$ cat config.mk
export PLATFORM = sky130hd
export DESIGN_NAME = des_f_stage
export DESIGN_NICKNAME = d
export VERILOG_FILES = /design/src/rtl/des_f_stage.sv
export SDC_FILE = /design/constraint.sdc
export NUM_CORES = 1
export LEC_CHECK = 0
export CAP_MARGIN = 20
export CORE_ASPECT_RATIO = 0.6
export CORE_MARGIN = 2
export CORE_UTILIZATION = 50
export CTS_CLUSTER_DIAMETER = 120
export DETAILED_ROUTE_END_ITERATION = 7
export PLACE_DENSITY = 0.77
export SKIP_LAST_GASP = 1
export SLEW_MARGIN = 0
export SYNTH_ARGS = -nofsm -noshare
export SYNTH_HDL_FRONTEND = slang
export SYNTH_SLANG_ARGS = --single-unit
$ cat constraint.sdc
create_clock -name clk -period 6.15 [get_ports clk]
set_clock_uncertainty 0.2 [all_clocks]
set_input_delay 0.9225 -clock clk [delete_from_list [all_inputs] [get_ports clk]]
set_output_delay 0.9225 -clock clk [all_outputs]
set_load 0.01 [all_outputs]
$ cat src/rtl/des_f_stage.sv
// des_f_stage: registered DES round function f(R,K) with valid/ready handshake on both sides.
// Define DES_F_PIPE2_EN to register X between the key XOR and the S-boxes (2-cycle latency).

module des_f_sbox #(
   parameter logic [2:0] NUM = 3'd0
) (
   input  logic [5:0] din,
   output logic [3:0] dout
);

   // One 64-bit word per S-box row; column 0 sits in the top nibble.
   localparam logic [63:0] ROWS [0:31] = '{
      64'hE4D12FB83A6C5907, 64'h0F74E2D1A6CB9538, 64'h41E8D62BFC973A50, 64'hFC8249175B3EA06D,
      64'hF18E6B34972DC05A, 64'h3D47F28EC01A69B5, 64'h0E7BA4D158C6932F, 64'hD8A13F42B67C05E9,
      64'hA09E63F51DC7B428, 64'hD709346A285ECBF1, 64'hD6498F30B12C5AE7, 64'h1AD069874FE3B52C,
      64'h7DE3069A1285BC4F, 64'hD8B56F03472C1AE9, 64'hA690CB7DF13E5284, 64'h3F06A1D8945BC72E,
      64'h2C417AB6853FD0E9, 64'hEB2C47D150FA3986, 64'h421BAD78F9C5630E, 64'hB8C71E2D6F09A453,
      64'hC1AF92680D34E75B, 64'hAF427C9561DE0B38, 64'h9EF528C3704A1DB6, 64'h432C95FABE17608D,
      64'h4B2EF08D3C975A61, 64'hD0B7491AE35C2F86, 64'h14BDC37EAF680592, 64'h6BD814A7950FE23C,
      64'hD2846FB1A93E50C7, 64'h1FD8A374C56B0E92, 64'h7B419CE206ADF358, 64'h21E74A8DFC90356B
   };

   logic [63:0] rowBits;
   logic [3:0]  col;

   always_comb begin
      rowBits = ROWS[{NUM, din[5], din[0]}];
      col     = din[4:1];
      dout    = rowBits[{~col, 2'b00} +: 4];
   end

endmodule

module des_f_stage (
   input  logic        clk,
   input  logic        rst,
   input  logic        in_valid,
   output logic        in_ready,
   input  logic [31:0] r_in,
   input  logic [47:0] k_in,
   output logic        out_valid,
   input  logic        out_ready,
   output logic [31:0] f_out
);

   localparam int E_TAB [0:47] = '{
      32,  1,  2,  3,  4,  5,  4,  5,  6,  7,  8,  9,
       8,  9, 10, 11, 12, 13, 12, 13, 14, 15, 16, 17,
      16, 17, 18, 19, 20, 21, 20, 21, 22, 23, 24, 25,
      24, 25, 26, 27, 28, 29, 28, 29, 30, 31, 32,  1
   };

   localparam int P_TAB [0:31] = '{
      16,  7, 20, 21, 29, 12, 28, 17,  1, 15, 23, 26,  5, 18, 31, 10,
       2,  8, 24, 14, 32, 27,  3,  9, 19, 13, 30,  6, 22, 11,  4, 25
   };

   logic [47:0] xNow;
   logic [47:0] xSbox;
   logic [31:0] sBits;
   logic [31:0] fNext;

   // Tables are in DES 1-based MSB-first numbering, hence the 32-n / 47-i flips.
   for (genvar i = 0; i < 48; i++) begin : g_expand
      assign xNow[47-i] = r_in[32-E_TAB[i]] ^ k_in[47-i];
   end

   for (genvar j = 0; j < 8; j++) begin : g_sbox
      des_f_sbox #(.NUM(3'(j))) u_sbox (
         .din  (xSbox[47-6*j -: 6]),
         .dout (sBits[31-4*j -: 4])
      );
   end

   for (genvar i = 0; i < 32; i++) begin : g_perm
      assign fNext[31-i] = sBits[32-P_TAB[i]];
   end

`ifdef DES_F_PIPE2_EN
   logic [47:0] xReg;
   logic        v1;
   logic        outReadyInt;

   assign outReadyInt = !out_valid || out_ready;
   assign in_ready    = !v1 || outReadyInt;
   assign xSbox       = xReg;

   // Stage 1 holds X; stage 2 holds f. Each advances when the stage after it can take data.
   always_ff @(posedge clk) begin
      if (rst) begin
         v1        <= 1'b0;
         xReg      <= '0;
         out_valid <= 1'b0;
         f_out     <= '0;
      end else begin
         if (in_ready) begin
            v1 <= in_valid;
            if (in_valid) xReg <= xNow;
         end
         if (outReadyInt) begin
            out_valid <= v1;
            if (v1) f_out <= fNext;
         end
      end
   end
`else
   assign in_ready = !out_valid || out_ready;
   assign xSbox    = xNow;

   // Output register reloads whenever it is empty or being drained this cycle.
   always_ff @(posedge clk) begin
      if (rst) begin
         out_valid <= 1'b0;
         f_out     <= '0;
      end else if (in_ready) begin
         out_valid <= in_valid;
         if (in_valid) f_out <= fNext;
      end
   end
`endif

endmodule

==> run metrics <==
Max Fclk about 260 MHz; Worst setup SP type input port; initial core utilization a little over half; fillcell total approximately 1.1k; initial antenna violation count 0; hold depth 2; first-pass GRT wire length 32.17 mm; power density over cell area between 150 and 200 mW/mm^2; Fin. Hold Viols 0; hold wc startpoint f_out[27]; worst IR drop on VDD 0.08705 mV; CTS tree done; Max-Slew Margin vs Limit between 20% and 30%; Synth async-reset ratio 0%; EDFF count, synth 0; RD Place Congestion 0.9532; Yosys top cell by area ha_1; Die Ht ~91 um; Post-Route WL roughly 20 mm; outcome finished, final reports clean; Final setup viols 0; Synth Cell Area approximately 0.0064 sq mm; worst setup path class input port to flop; Max Cap Violations 0; Area Overhead vs Synth 23.64%; H-tree depth 2; initial drt markers 570; sequential-to-total area share from yosys stat between 10 and 15%; ant diodes 0; final core occ between 60 and 70%; actual slew at the worst max-slew pin 1121 ps; io pins ~120; port bufs 117; TNS Setup 0 ps; DIE WIDTH 149.6 um; Post-DP HPWL approximately 14 mm; CTS Buffer Depth 2; number of synthesized register bits 33; total gr overflow 0; Final Cycle Share 61.85%; pin count of the biggest net entering global routing 27; WL/cell 17.50 um; Yosys warning count 0; Detailed Routing Iterations Pass 1 6; Worst EP required between 6000 and 7000 ps; DR vias about 7.4k; highest net fanout along the worst path 13; Synth Instances just under 900; reg2reg setup slack between 4000 and 5000 ps; CTS resizes 0; Worst Hold End f_out[27]; RSZ-0062 raised after global routing no; reg-to-reg endpoint f_out[9]; Critical Path AT between 3000 and 4000 ps; hold_buf cts 0; CP endpoint kind flop; syn avg cell area ~7.3 sq um; Routed Antenna Nets 0; Clk pin slew, worst setup/hold paths 60 ps; Root Buffer clkbuf_16; main flop type after synthesis dfxtp_1; worst-skew pair later-pin latency around 290 ps; share of cells above drive strength 1 6.715%; top cells by area, synth ha_1 (12%), dfxtp_1 (10%), xnor2_1 (6.3%); Residual DRC 0; Pleak between 2 and 3 nW; R2R depth 8; crit path time final around 3800 ps; Global Route Usage Sum between 20% and 30%; fin nets 1,110; drt via density about 6.5; Post-CTS Repair Setup Buffers 0; Site Rows 31; CTS buffer count 5; CTS Sinks 33; FF-to-FF Start out_valid; vias in the first global route approximately 6.3k; top cell type's share of synthesized area a little under an eighth; CORE AREA roughly 0.012 sq mm; post-synth net total 1,012; Yosys cell types 66; Die Area 0.01367 sq mm; Final Max Slew Viols 0; Hold WC Path Type flop to flop
[synth_stat cells, drive strengths merged (4+ instances only)]
master and count:
a2111oi 8, xor2 36, xnor2 51, buf 15, o21ai 45, nand3 31, nor2 87, o31a 4
nand2b 4, dfxtp 33, mux2i 7, ha 59, a21oi 40, a311oi 17, nor3 32, o211ai 45
a211o 5, mux4 11, a31oi 20, and2 4, o221ai 10, a211oi 28, nor4 9, a22o 6
o311ai 10, a221oi 10, o22ai 5, inv 30, clkbuf 42, nand2 102, a32o 4, a21o 4
o2111ai 13
[metrics by stage]
| step | instance area, sq um | worst slack, ps | cells | total power [mW] | hold WS, ps |
|---|---|---|---|---|---|
| global route | 7865 | 2142 | 1133 | 1.565 | 290.4 |
| CTS | 7850 | 2366 | 1131 | 1.447 | 271.2 |
| global placement | 7685 | 2158 | 1122 | 1.162 | 252.1 |
| detailed placement | 7692 | 2046 | 1123 | 1.168 | 254.5 |
| floorplan | 6361 | 3007 | 869 | 0.8833 | 279.8 |
| finish | 7865 | 2346 | 1133 | 1.464 | 264.9 |
[worst max-delay path, cell delays in order]
cell	delay [ps]
clkdlybuf4s50_1	450
xnor2_1	740
ha_1	510
mux4_2	510
mux4_2	470
a22o_1	180
[cell type report]
cell class / instances / area, sq um / share of cell area (%)
multi-input cells: 748 / 5320 / 67.64
repair buffers: 148 / 1404 / 17.85
flip-flops and latches: 33 / 660.6 / 8.400
well taps: 165 / 206.4 / 2.625
clock buffers: 7 / 152.6 / 1.941
inverters: 31 / 116.4 / 1.479
clock inverters: 1 / 5.005 / 0.06363
[worst max-delay path by stage]
stage          startpoint         to  slack, ps  cells past startpoint
2_1_floorplan     r_in[7]  f_out[28]       3010                      5
3_3_place_gp      r_in[7]  f_out[28]       2160                      6
3_5_place_dp      r_in[7]  f_out[28]       2050                      6
4_1_cts           r_in[7]  f_out[28]       2370                      6
5_1_grt          r_in[23]  f_out[14]       2140                      9
6_report          r_in[7]  f_out[28]       2350                      6
[report_power, final]
group	total, mW	internal [mW]	switching, mW	leakage (nW)
Clock	0.276	0.172	0.104	0.0799
Sequential	0.256	0.240	0.0160	0.273
Combinational	0.932	0.396	0.536	2.56
[cell families after synthesis]
kind of cell / count (synthesis) / synth area share [%]
multiplexers: 19 / 5.232
AO/OA/AOI/OAI: 300 / 34.03
XOR/XNOR: 87 / 13.34
adder cells (fa/ha/maj): 59 / 11.61
AND/OR/NAND/NOR: 283 / 19.43
buffers and inverters: 88 / 5.979
flip-flops: 33 / 10.39
[layer usage]
layer | GRT usage (%) | up-vias | share of wire (%)
met5 | 0 | - | 0
met3 | 4.322 | 27 | 9.8
li1 | - | 3511 | -
met1 | 43.02 | 3378 | 46
met2 | 40.63 | 458 | 43
met4 | 7.698 | 0 | 1.3
[state kept, by name, indices dropped and copies added, names as in the netlist]
| signal | cells |
|---|---|
| f_out | 32 |
| out_valid | 1 |
[placed cells by master, fill, tap and decap left out, types with 32 or more instances in the layout]
master           instances
nand2_1                102
clkdlybuf4s50_1        117
xnor2_1                 46
o211ai_1                45
a21oi_1                 40
dfxtp_1                 33
nor2_1                  86
nor3_1                  32
o21ai_0                 45
ha_1                    59
(Power assumes the default switching activity.)
